## src/rtl/truth_table_extractor.sv

```systemverilog
// Sweeps all eight input rows of an attached 3-input logic block and assembles its truth-table code.
// The DUT output is synchronized and majority-voted per row.
module truth_table_extractor #(
    parameter int unsigned SETTLE_CYCLES = 4,
    parameter int unsigned SAMPLES       = 3,
    parameter int unsigned CNT_W         = 4
) (
    input  logic       clk,
    input  logic       rst_n,
    input  logic       start,
    input  logic       abort,
    input  logic [7:0] expected,
    input  logic       dut_out,
    output logic       drv_in1,
    output logic       drv_in2,
    output logic       drv_in3,
    output logic       busy,
    output logic       done,
    output logic [7:0] code,
    output logic       match,
    output logic [7:0] mismatch_mask
);

    localparam logic [CNT_W-1:0] SettleLoad = CNT_W'(SETTLE_CYCLES - 1);
    localparam logic [CNT_W-1:0] SampLast   = CNT_W'(SAMPLES - 1);
    localparam logic [CNT_W-1:0] Half       = CNT_W'(SAMPLES / 2);

    typedef enum logic [1:0] {StIdle, StDrive, StSample, StDone} state_e;

    state_e           state_q;
    logic             sync1_q, sync2_q;
    logic [2:0]       row_q;
    logic [CNT_W-1:0] settle_q, samp_q, ones_q;
    logic [7:0]       shadow_q, exp_q;

    logic [CNT_W-1:0] ones_sum;
    logic             vote;
    logic [7:0]       shadow_upd;

    // Vote includes the sample taken on the exiting edge.
    always_comb begin
        ones_sum   = ones_q + CNT_W'(sync2_q);
        vote       = (ones_sum > Half);
        shadow_upd = shadow_q;
        shadow_upd[3'd7 - row_q] = vote;
    end

    always_ff @(posedge clk or negedge rst_n) begin
        if (!rst_n) begin
            state_q       <= StIdle;
            sync1_q       <= 1'b0;
            sync2_q       <= 1'b0;
            row_q         <= 3'd0;
            settle_q      <= '0;
            samp_q        <= '0;
            ones_q        <= '0;
            shadow_q      <= 8'h00;
            exp_q         <= 8'h00;
            drv_in1       <= 1'b0;
            drv_in2       <= 1'b0;
            drv_in3       <= 1'b0;
            busy          <= 1'b0;
            done          <= 1'b0;
            code          <= 8'h00;
            match         <= 1'b0;
            mismatch_mask <= 8'h00;
        end else begin
            sync1_q <= dut_out;
            sync2_q <= sync1_q;
            done    <= 1'b0;
            unique case (state_q)
                StIdle: begin
                    if (start) begin
                        exp_q    <= expected;
                        shadow_q <= 8'h00;
                        row_q    <= 3'd0;
                        settle_q <= SettleLoad;
                        {drv_in1, drv_in2, drv_in3} <= 3'b000;
                        busy     <= 1'b1;
                        state_q  <= StDrive;
                    end
                end
                StDrive: begin
                    if (abort) begin
                        {drv_in1, drv_in2, drv_in3} <= 3'b000;
                        busy    <= 1'b0;
                        state_q <= StIdle;
                    end else if (settle_q == '0) begin
                        samp_q  <= '0;
                        ones_q  <= '0;
                        state_q <= StSample;
                    end else begin
                        settle_q <= settle_q - 1'b1;
                    end
                end
                StSample: begin
                    if (abort) begin
                        {drv_in1, drv_in2, drv_in3} <= 3'b000;
                        busy    <= 1'b0;
                        state_q <= StIdle;
                    end else if (samp_q == SampLast) begin
                        shadow_q <= shadow_upd;
                        if (row_q == 3'd7) begin
                            {drv_in1, drv_in2, drv_in3} <= 3'b000;
                            done          <= 1'b1;
                            code          <= shadow_upd;
                            match         <= (shadow_upd == exp_q);
                            mismatch_mask <= shadow_upd ^ exp_q;
                            state_q       <= StDone;
                        end else begin
                            row_q    <= row_q + 3'd1;
                            {drv_in1, drv_in2, drv_in3} <= row_q + 3'd1;
                            settle_q <= SettleLoad;
                            state_q  <= StDrive;
                        end
                    end else begin
                        samp_q <= samp_q + 1'b1;
                        ones_q <= ones_sum;
                    end
                end
                StDone: begin
                    busy    <= 1'b0;
                    state_q <= StIdle;
                end
                default: state_q <= StIdle;
            endcase
        end
    end

endmodule

```

## config.mk

```make
export PLATFORM = sky130hd
export DESIGN_NAME = truth_table_extractor
export DESIGN_NICKNAME = d
export VERILOG_FILES = /design/src/rtl/truth_table_extractor.sv
export SDC_FILE = /design/constraint.sdc
export NUM_CORES = 1
export LEC_CHECK = 0
export ABC_AREA = 1
export CORE_MARGIN = 8
export CORE_UTILIZATION = 29
export DETAILED_ROUTE_END_ITERATION = 16
export PLACE_DENSITY = 0.51
export SLEW_MARGIN = 10
export SYNTH_ARGS = -nofsm -noshare
export SYNTH_HDL_FRONTEND = slang
export SYNTH_SLANG_ARGS = --single-unit
```

## constraint.sdc

```tcl
create_clock -name clk -period 2.2 [get_ports clk]
set_clock_uncertainty 0.2 [all_clocks]
set_input_delay 0.44 -clock clk [delete_from_list [all_inputs] [get_ports clk]]
set_output_delay 0.44 -clock clk [all_outputs]
set_load 0.01 [all_outputs]
```

# Word level (Yosys, flattened, before mapping)
# Index checks and enable logic that the tools add are counted.
[op_classes]
add_sub_neg = 5
n_lt_le_gt_ge = 3
eq_ne = 18
mux = 54
bitwise = 2
reduce_logical = 16
[ops]
columns = ["op", "n"]
rows = [
  ["$mux W4", 12],
  ["$mux W8", 3],
  ["$ne A2 B2 Y1 const B", 9],
  ["$mux W1", 17],
  ["$pmux W4 S2", 2],
  ["$pmux W8 S2", 1],
  ["$mux W2", 6],
  ["$mux W3", 4],
  ["$pmux W1 S3", 4],
  ["$pmux W4 S3", 1],
  ["$reduce_and A4 Y1", 3],
  ["$reduce_and A5 Y1", 2],
  ["$bwmux W8", 1],
  ["$eq A8 B8 Y1", 1],
  ["$pmux W2 S4", 1],
  ["$xor A8 B8 Y8", 1],
  ["$reduce_and A7 Y1", 1],
  ["$ne A3 B3 Y1 const B", 2],
  ["$pmux W3 S2", 1],
  ["$add A4 B1 Y4", 1],
  ["$add A4 B1 Y4 const B", 1],
  ["$eq A2 B2 Y1 const B", 2],
  ["$eq A4 B2 Y1 const B", 1],
  ["$gt A4 B1 Y1 const B", 1],
  ["18 further kinds", 20],
]
[word_totals]
register_bits = 57
in_bits = 13
out_inout_bits = 22

# Logic depth before layout (Yosys ltp)
[logic_depth]
depth_word = 9
depth_mapped = 14

# Worst setup path after synthesis
# Ideal clock, no wire load.
[synth_timing]
path_kind = "reg2reg"
startpoint = "register ones_q[0]"
endpoint = "register match"
arrival_ns = 1.584
t_required_ns = 1.883
path_slack_ns = 0.299
path_stages_with_launch = 11
n_path_buf = 0
period_less_slack_ns = 1.901
path_cell_list = "dfrtp_1 > ha_1 > ha_1 > nor2_8 > nand2_2 > o21ai_1 > nand2_1 > nand2_1 > nor2_1 > nand3_1 > nand2_1"
[synth_between]
elab_chain_cells = 4
[synth_rtl]
columns = ["element", "line", "source"]
rows = [
  ["from (decl)", "33", "logic [CNT_W-1:0] settle_q, samp_q, ones_q;"],
  ["from (signal assigned)", "118", "ones_q <= ones_sum;"],
  ["$add A4 B1 Y4", "42", "ones_sum = ones_q + CNT_W'(sync2_q);"],
  ["$gt A4 B1 Y1", "43", "vote = (ones_sum > Half);"],
  ["$bwmux W8", "45", "shadow_upd[3'd7 - row_q] = vote;"],
  ["$eq A8 B8 Y1", "107", "match <= (shadow_upd == exp_q);"],
  ["to (signal assigned)", "107", ""],
  ["to (decl)", "20", "output logic match,"],
]
# Every way passes these cells.
# A chain may end at the register's enable or synchronous reset.

# Worst setup path after layout
# Same ends and word-level chain as after synthesis.

==> summary.md <==
| Metric | Value |
|---|---|
| Pin count of the biggest net entering global routing | `a little under 60` |
| Initial detailed-routing violation count | `100` |
| Worst VDD drop | `around 0.43 mV` |
| Clock tree from TritonCTS | `yes` |
| Mean instance size in the synthesized netlist | `8.334 um2` |
| Number of maximum-capacitance constraint violations | `0` |
| Remaining Overflow, GRT | `0` |
| Time the final worst path needs with I/O delays and setup | `2068 ps` |
| # clock sinks | `57` |
| Worst slew margin | `0.7880` |
| Setup Total Neg Slack | `0 ps` |
| Maximum clock rate | `0.4835 GHz` |
| Gate count of the mapped netlist | `~350` |
| DRT antenna net count | `0` |
| Total clock buffers created by CTS | `9` |
| Clock transition at path regs | `60 ps` |
| DRC | `0` |
| Category of the most critical setup path | `flop to flop` |
| Critical path capture point | `match$_DFFE_PN0P_` |
| Adder-cell share of the synthesized area | `0.05222` |
| Slew Viols, Final | `0` |
| Post-synthesis sequential area ratio | `0.4961` |
| Top cell type by total area after synthesis | `sky130_fd_sc_hd__dfrtp_1` |
| Via count normalized by instance count | `4.440` |
| Synth Area in Simple Gates | `0.2450` |
| Cell types with the largest area share after synthesis | `sky130_fd_sc_hd__dfrtp_1 (50%), sky130_fd_sc_hd__nand2_1 (9.5%), sky130_fd_sc_hd__o21ai_0 (6.3%)` |
| Power density over the cells | `948.0 nW/um2` |
| Class of the most critical hold timing path | `flop to flop` |
| Combinational family with the most area after synthesis | `simple AND/OR/NAND/NOR gates` |
| Setup-failing EPs final | `0` |
| Internal reg-to-reg setup slack | `130 ps` |
| Multiplexer share of the synthesized area | `0` |
| Post-synth net total | `370` |
| Vias in the first global route | `2251` |
| Arrival time reported for the critical path endpoint | `2130 ps` |
| Area growth from synthesis to layout | `26.20%` |
| Fraction of the mapped netlist area in compound gates | `0.1253` |
| Final core area utilization | `0.3747` |
| Area fraction of the dominant cell type after synthesis | `0.4961` |
| Die height | `115.6 um` |
| Horizontal die dimension | `115.6 um` |
| Unrepaired setup endpoints after global routing | `true` |
| First-pass detailed-route iteration total | `4` |
| Number of flip-flops and latches in the synthesized netlist | `57` |
| Total setup buffers inserted after CTS | `0` |
| RD Place Congestion | `0.7672` |
| Leak | `1.675 nW` |
| CP Launch Type | `flop` |
| Worst flop-to-flop path endpoint | `match$_DFFE_PN0P_` |
| Buffer levels on the longest clock path | `2` |
| Number of nets in the final layout | `422` |
| Cell chosen for the clock root | `sky130_fd_sc_hd__clkbuf_8` |
| Beginning of the worst register-to-register path | `ones_q[0]$_DFFE_PN0P_` |
| Met2 global-route usage | `0.1636` |
| Diode count | `0` |
| Overall die area | `between 10000 and 15000 um2` |
| Xor-xnor portion of the synthesized cell area | `0.009138` |
| Initial core utilization | `0.2969` |
| Source-to-sink clock delay at the later pin of the worst-skew pair | `330 ps` |
| Routed length per instance | `12.16 um` |
| Antenna violations before repair | `0` |
| Standard-cell row count | `36` |
| Required time of the critical path | `2270 ps` |
| Routed via count | `2371` |
| Total of buffers placed on input and output ports | `34` |
| Global Route met3 Usage | `0.04065` |
| Post-detail-place hpwl | `4.755 mm` |
| Number of endpoints with negative hold slack in the final report | `0` |
| Warning count from the yosys run | `0` |
| GRT Resource Usage Total | `0.1041` |
| Total wire length | `between 6 and 7 mm` |
| Worst-case reg-to-reg path depth | `14` |
| Wire length of the first global-routing pass | `10.96 mm` |
| Tcrit/Tclk final | `0.9400` |
| Critical path capture point type | `flop` |
| Netlist cell types | `31` |
| I/O pin count | `35` |
| Placeable core area | `9684 um2` |
| First element of the critical path | `ones_q[0]$_DFFE_PN0P_` |
| Result of the run | `finished, final reports clean` |
| Actual slew at the worst max-slew pin | `315.6 ps` |
| CP max FO | `7` |
| Total number of H-tree levels | `3` |
| Ratio of cells with drive above 1 in the final layout | `0.1421` |
| Synth Cell Area | `2875 um2` |
| Most Used Layer, Global Route | `met2` |
| Met1 layer usage reported by global route | `0.1314` |
-- critical path: stages (launching register included) --
cell,delay (ps)
sky130_fd_sc_hd__dfrtp_1,350
sky130_fd_sc_hd__ha_2,200
sky130_fd_sc_hd__ha_2,180
sky130_fd_sc_hd__inv_1,40
sky130_fd_sc_hd__nand2_1,100
sky130_fd_sc_hd__nand2_4,80
sky130_fd_sc_hd__nor2_8,150
sky130_fd_sc_hd__nand2_2,130
sky130_fd_sc_hd__nand2_1,90
sky130_fd_sc_hd__nand3_1,60
sky130_fd_sc_hd__nand2_1,80
sky130_fd_sc_hd__nand2_1,60
sky130_fd_sc_hd__nor2_1,120
sky130_fd_sc_hd__nand3_1,90
sky130_fd_sc_hd__nand2_1,60
-- cells in the mapped netlist (all sizes together) --
cell and n:
a211oi 1, xor2 3, clkbuf 4, ha 12
a22oi 2, o31ai 2, inv 48, o22ai 5
a21oi 12, o21ai 40, nand3 29, nand4 4
nor3 8, or2 3, buf 2, nor2 32
a31oi 1, o21a 1, dfrtp 57, nand2 79
-- flip-flops by register name (all words and copies together), names as in the netlist --
| name | flops |
|---|---|
| ones_q | 4 |
| match | 1 |
| drv_in2 | 1 |
| done | 1 |
| shadow_q | 8 |
| mismatch_mask | 8 |
| exp_q | 8 |
| drv_in1 | 1 |
| row_q | 3 |
| code | 8 |
| samp_q | 4 |
| sync1_q | 1 |
| sync2_q | 1 |
| busy | 1 |
| settle_q | 4 |
| drv_in3 | 1 |
| state_q | 2 |
-- cell families after synthesis --
family          count (synthesis)
compound gates                 64
xor+xnor                        3
fa+ha+maj                      12
buf+inv                        54
flops                          57
simple gates                  155
-- routing by layer --
metal,wire (um),share of wire
met1,3188,0.49
met2,2825,0.44
met3,438,0.067
met4,42,0.0065
met5,0,0
-- report_power, final --
group | internal, W | switching, W | total [W]
Clock | 0.000425 | 0.000406 | 0.000831
Sequential | 0.00122 | 0.0000999 | 0.00132
Combinational | 0.000460 | 0.000834 | 0.00129
Total | 0.00210 | 0.00134 | 0.00344
-- layout make-up --
type | instances | area, um2
Tap cell | 133 | 166.4
Clock buffer | 11 | 141.4
Fill cell | 1019 | 6056
Sequential cell | 57 | 1426
Clock inverter | 4 | 20.02
Timing Repair Buffer | 47 | 447.9
Multi-Input combinational cell | 234 | 1246
Inverter | 48 | 180.2
-- cells in the final DEF, fill, tap and decap left out, drive strengths merged, types with 2 or more instances in the layout --
cell type | synthesis | layout
a21oi | 12 | 12
a22oi | 2 | 2
buf | 2 | 13
clkbuf | 4 | 11
clkdlybuf4s50 | 0 | 33
clkinv | 0 | 4
dfrtp | 57 | 57
ha | 12 | 12
inv | 48 | 48
nand2 | 79 | 79
nand3 | 29 | 29
nand4 | 4 | 4
nor2 | 32 | 32
nor3 | 8 | 8
o21ai | 40 | 40
o22ai | 5 | 5
o31ai | 2 | 2
or2 | 3 | 3
xor2 | 3 | 3
-- how the worst min path moves through the flow --
| stage | startpoint | to | slack (ps) | cells after the start |
|---|---|---|---|---|
| final | sync1_q$_DFF_PN0_ | sync2_q$_DFF_PN0_ | 150 | 0 |
| after global routing | sync1_q$_DFF_PN0_ | sync2_q$_DFF_PN0_ | 160 | 0 |
| after floorplan | rst_n | busy$_DFFE_PN0P_ | -60 | 0 |
| after detailed placement | sync1_q$_DFF_PN0_ | sync2_q$_DFF_PN0_ | 140 | 0 |
| after global placement | sync1_q$_DFF_PN0_ | sync2_q$_DFF_PN0_ | 130 | 0 |
| after CTS | sync1_q$_DFF_PN0_ | sync2_q$_DFF_PN0_ | 150 | 0 |
-- through the flow --
step	area, um2	std cells	total power, W	setup WS (ps)	hold WS [ps]
global route	3628	534	0.003755	-83.76	161.0
detailed placement	3452	518	0.002635	6.920	139.6
finish	3628	534	0.003440	132.0	151.2
floorplan	2875	345	0.002197	298.7	-55.59
global placement	3452	518	0.002627	18.92	131.2
CTS	3623	534	0.003493	39.58	154.1
-- repair_timing --
action / 4_1_cts / 5_1_grt
hold buffers: 1 / 0
resized for setup: 0 / 3
endpoints found under the setup margin: 0 / 5
hold endpoints to repair: 57 / 0
No activity file was read; power rests on OpenSTA's default activity.
==> edit 1 (same flow settings) <==
Make the reset (`rst_n`) synchronous in one clocked block.
--- a/src/rtl/truth_table_extractor.sv
+++ b/src/rtl/truth_table_extractor.sv
@@ -45,7 +45,7 @@
         shadow_upd[3'd7 - row_q] = vote;
     end
 
-    always_ff @(posedge clk or negedge rst_n) begin
+    always_ff @(posedge clk) begin
         if (!rst_n) begin
             state_q       <= StIdle;
             sync1_q       <= 1'b0;
Formal check against the unedited RTL: differs if rst_n is asserted again (counterexample within 4 cycles, from zero or initial values and one cycle with rst_n low); with rst_n held inactive, the same outputs for 10 cycles.
==> edit 1 against the unedited design <==
Sequential cell count unchanged. Critical path depth is 1 higher. Highest routed layer unchanged. Area after synthesis down 4.3%. Maximum frequency barely moved. Global-route usage is 1.4 points higher. Design area increased by 2.7%. Worst setup slack worse by 0.0015 ns. Routed wire length grew 13%. Non-clock buffer count is 14 higher.
Power is not compared: it rests on default switching activity, and its combinational part moved more than twofold at a synthesized area within 25%.
==> edit 1: results (changes against the unedited design) <==
outcome: "complete, no violations"  # unchanged
global_route.usage.met1: 0.1306  # was 0.1314
buffer_area_frac: 0.1534  # was 0.1234
whs_path_depth: 2  # was 0
r2r_end: "match$_SDFFE_PN0P_"  # was match$_DFFE_PN0P_
multiInputGateArea_um2: 1445  # was 1246 um^2
hold_path_end: "sync2_q$_SDFF_PN0_"  # was sync2_q$_DFF_PN0_
fill_cells: 986  # was 1019
drt_iter0_markers: 140  # was 100
synth_compound_area_frac: 0.1768  # was 0.1253
multi_input_cells: 262  # was 234
tightest_slew_ns: 0.4643  # was 0.3156 ns
dr_wl_met3_um: 310  # was 438 um
met2_usage: 0.2032  # was 0.1636
seq_area_frac_synth: 0.4145  # was 0.4961
clock_area_frac: 0.05572  # was 0.04448
worstReg2RegStart: "ones_q[0]$_SDFFE_PN0P_"  # was ones_q[0]$_DFFE_PN0P_
synthArstFlopShare: 0  # was 1.000
met1_length_um: 3336  # was 3188 um
grt_pass1_vias: 2604  # was 2251
synth.net_count: 405  # was 370
dp_hpwl_um: 5391  # was 4755 um
synth_commonest_cells: "71 x nand2_1, 57 x dfxtp_1, 48 x inv_1, 38 x o21ai_0"  # was 73 x nand2_1, 57 x dfrtp_1, 39 x inv_1, 36 x o21ai_0, 30 x nor2_1
worstRegToRegCells: 15  # was 14
post_cts_resized: 1  # was 0
grt_start_max_net_pins: 17  # was 58
seqCellArea_um2: 1142  # was 1426 um^2
edit 1: metrics by stage:
stage | util | instance area [um^2] | instances | setup slack (ns) | power [mW]
final | 0.4034 | 3727 | 578 | 0.1304 | 2.757
after global placement | 0.3714 | 3432 | 560 | -0.1542 | 1.736
after floorplan | - | 2753 | 380 | 0.2419 | 1.511
after detailed placement | 0.3714 | 3432 | 560 | -0.1032 | 1.744
after global routing | 0.4034 | 3727 | 578 | -0.04053 | 2.928
after CTS | 0.3939 | 3640 | 576 | 0.03031 | 2.784
edit 1: critical path, stage by stage (launching register included):
cell	delay, ns
dfxtp_2	0.33
ha_2	0.18
ha_2	0.17
inv_1	0.04
nand2_1	0.06
nand2_2	0.08
nor2_4	0.14
buf_6	0.14
nand3_2	0.10
nand2_2	0.09
nand2_1	0.06
nand2_2	0.07
nand2_1	0.06
nor2_2	0.09
nand3_1	0.07
a21oi_1	0.11
==> edit 2 (same settings) <==
Made on the original files. Set the parameter `CNT_W` to 6 (it was 4).
--- a/src/rtl/truth_table_extractor.sv
+++ b/src/rtl/truth_table_extractor.sv
@@ -3,7 +3,7 @@
 module truth_table_extractor #(
     parameter int unsigned SETTLE_CYCLES = 4,
     parameter int unsigned SAMPLES       = 3,
-    parameter int unsigned CNT_W         = 4
+    parameter int unsigned CNT_W         = 6
 ) (
     input  logic       clk,
     input  logic       rst_n,
Check against the original RTL: no difference found for any inputs over 10 cycles, from zero or initial values and one cycle with rst_n low; that may be too few to reach the edited logic, so the function may still have changed.
==> edit 2 against the unedited design <==
Sequential cell count grew 6. Maximum frequency shrank 2.4%. Clock power grew 61%. Synthesized cell count grew 15%. Routed wire length grew 21%. Area after synthesis grew 14%. Design area grew 22%. Combinational power grew 36%. Global-route usage grew 0.38 points. Total power grew 32%. Worst setup slack lost 0.050 ns.
==> edit 2: results (changes against the unedited design) <==
outcome: "complete, no violations"  # unchanged
dp_cells: 598  # was 518
syn_avg_cell_area_um2: 8.232  # was 8.334 um^2
swShare: 0.3521  # was 0.3895
hold_class: "reg2reg"  # unchanged
synth.net_count: 421  # was 370
seq_area_frac_synth: 0.4824  # was 0.4961
grt_pass1_wl_um: 12850  # was 10960 um
ff2ff_setup_slack_ns: 0.08  # was 0.13 ns
post_drt_wl_per_cell_um: 12.72  # was 12.16 um
max_freq_mhz: 472.2  # was 483.5 MHz
clockRootBuffer: "clkbuf_16"  # was clkbuf_8
gp_congestion: 0.8455  # was 0.7672
r2r_end: "match$_DFFE_PN0P_"  # unchanged
grt_start_max_net_pins: 64  # was 58
antennaDiodeCount: 0  # unchanged
wirelength_um: 7838  # was 6494 um
firstDrtPassIters: 5  # was 4
cp_max_fo: 6  # was 7
dpl-instance-area_um2: 4001  # was 3452 um^2
max_stage_delay_ns: 0.41  # was 0.35 ns
hold_ws_ns: 0.1444  # was 0.1512 ns
post_cts_resized: 5  # was 0
netlist_top_cells_area: "dfrtp_1 48%, nand2_1 8.7%, inv_1 6.7%"  # was dfrtp_1 50%, nand2_1 9.5%, o21ai_0 6.3%
fin_util: 0.4039  # was 0.3747
pg_seq_mw: 1.46  # was 1.32 mW
hold_path.startpoint: "sync1_q$_DFF_PN0_"  # unchanged
clock_path_buffers: 2  # unchanged
fin_nets: 497  # was 422
dp_hpwl_um: 5767  # was 4755 um
fill_cells: 1137  # was 1019
synthDistinctLibCells: 32  # was 31
viasPerCell: 4.573  # was 4.440
hold_path_end: "sync2_q$_DFF_PN0_"  # unchanged
vdd_drop_max_mv: 0.6472  # was 0.4278 mV
total_power_mw: 4.551  # was 3.440 mW
p_leak_nw: 2.043  # was 1.675 nW
drive_above_1_share: 0.2122  # was 0.1421
ys_warn_count: 0  # unchanged
drt_iter0_markers: 193  # was 100
grt_pass1_vias: 2686  # was 2251
synth_flop_cell: "dfrtp_1"  # unchanged
synth_commonest_cells: "76 x nand2_1, 63 x dfrtp_1, 58 x inv_1, 36 x nand3_1, 36 x o21ai_0"  # was 73 x nand2_1, 57 x dfrtp_1, 39 x inv_1, 36 x o21ai_0, 30 x nor2_1
cp.arrival_ns: 2.14
tightest_slew_ns: 0.4199  # was 0.3156 ns
track_usage: 0.1078  # was 0.1041
powerComb_mw: 1.75  # was 1.29 mW
pre_cts_ws_ns: -0.1185  # was 0.006920 ns
edit 2: cell types whose count changed after synthesis, sizes merged, moves of 4 or more:
cell and change:
nand2 +4, nor3 +5, o22ai +5, nor2 +5, a31oi +4, inv +14
dfrtp +6, nand3 +11
edit 2: per-layer routing:
metal  part of all wire  track usage  routed length (um)
met5                  0            0                   0
met1               0.48       0.1415                3790
met3              0.054      0.03378                 424
met2               0.45       0.1626                3553
met4             0.0089      0.04113                  70
edit 2: kinds of logic after synthesis:
family / after synthesis / synth area share
AND/OR/NAND/NOR: 180 / 0.2592
AO/OA/AOI/OAI: 72 / 0.1256
flip-flops: 63 / 0.4824
adder cells (fa/ha/maj): 11 / 0.04211
buffers and inverters: 68 / 0.08269
XOR/XNOR: 3 / 0.008041
edit 2: final cells by class:
cell class                 count  area share
inverter                      62     0.05269
sequential                    63      0.3569
multi-input combinational    266      0.3442
tap                          140     0.03966
timing repair buffer          71      0.1422
clock buffer                  14     0.06431
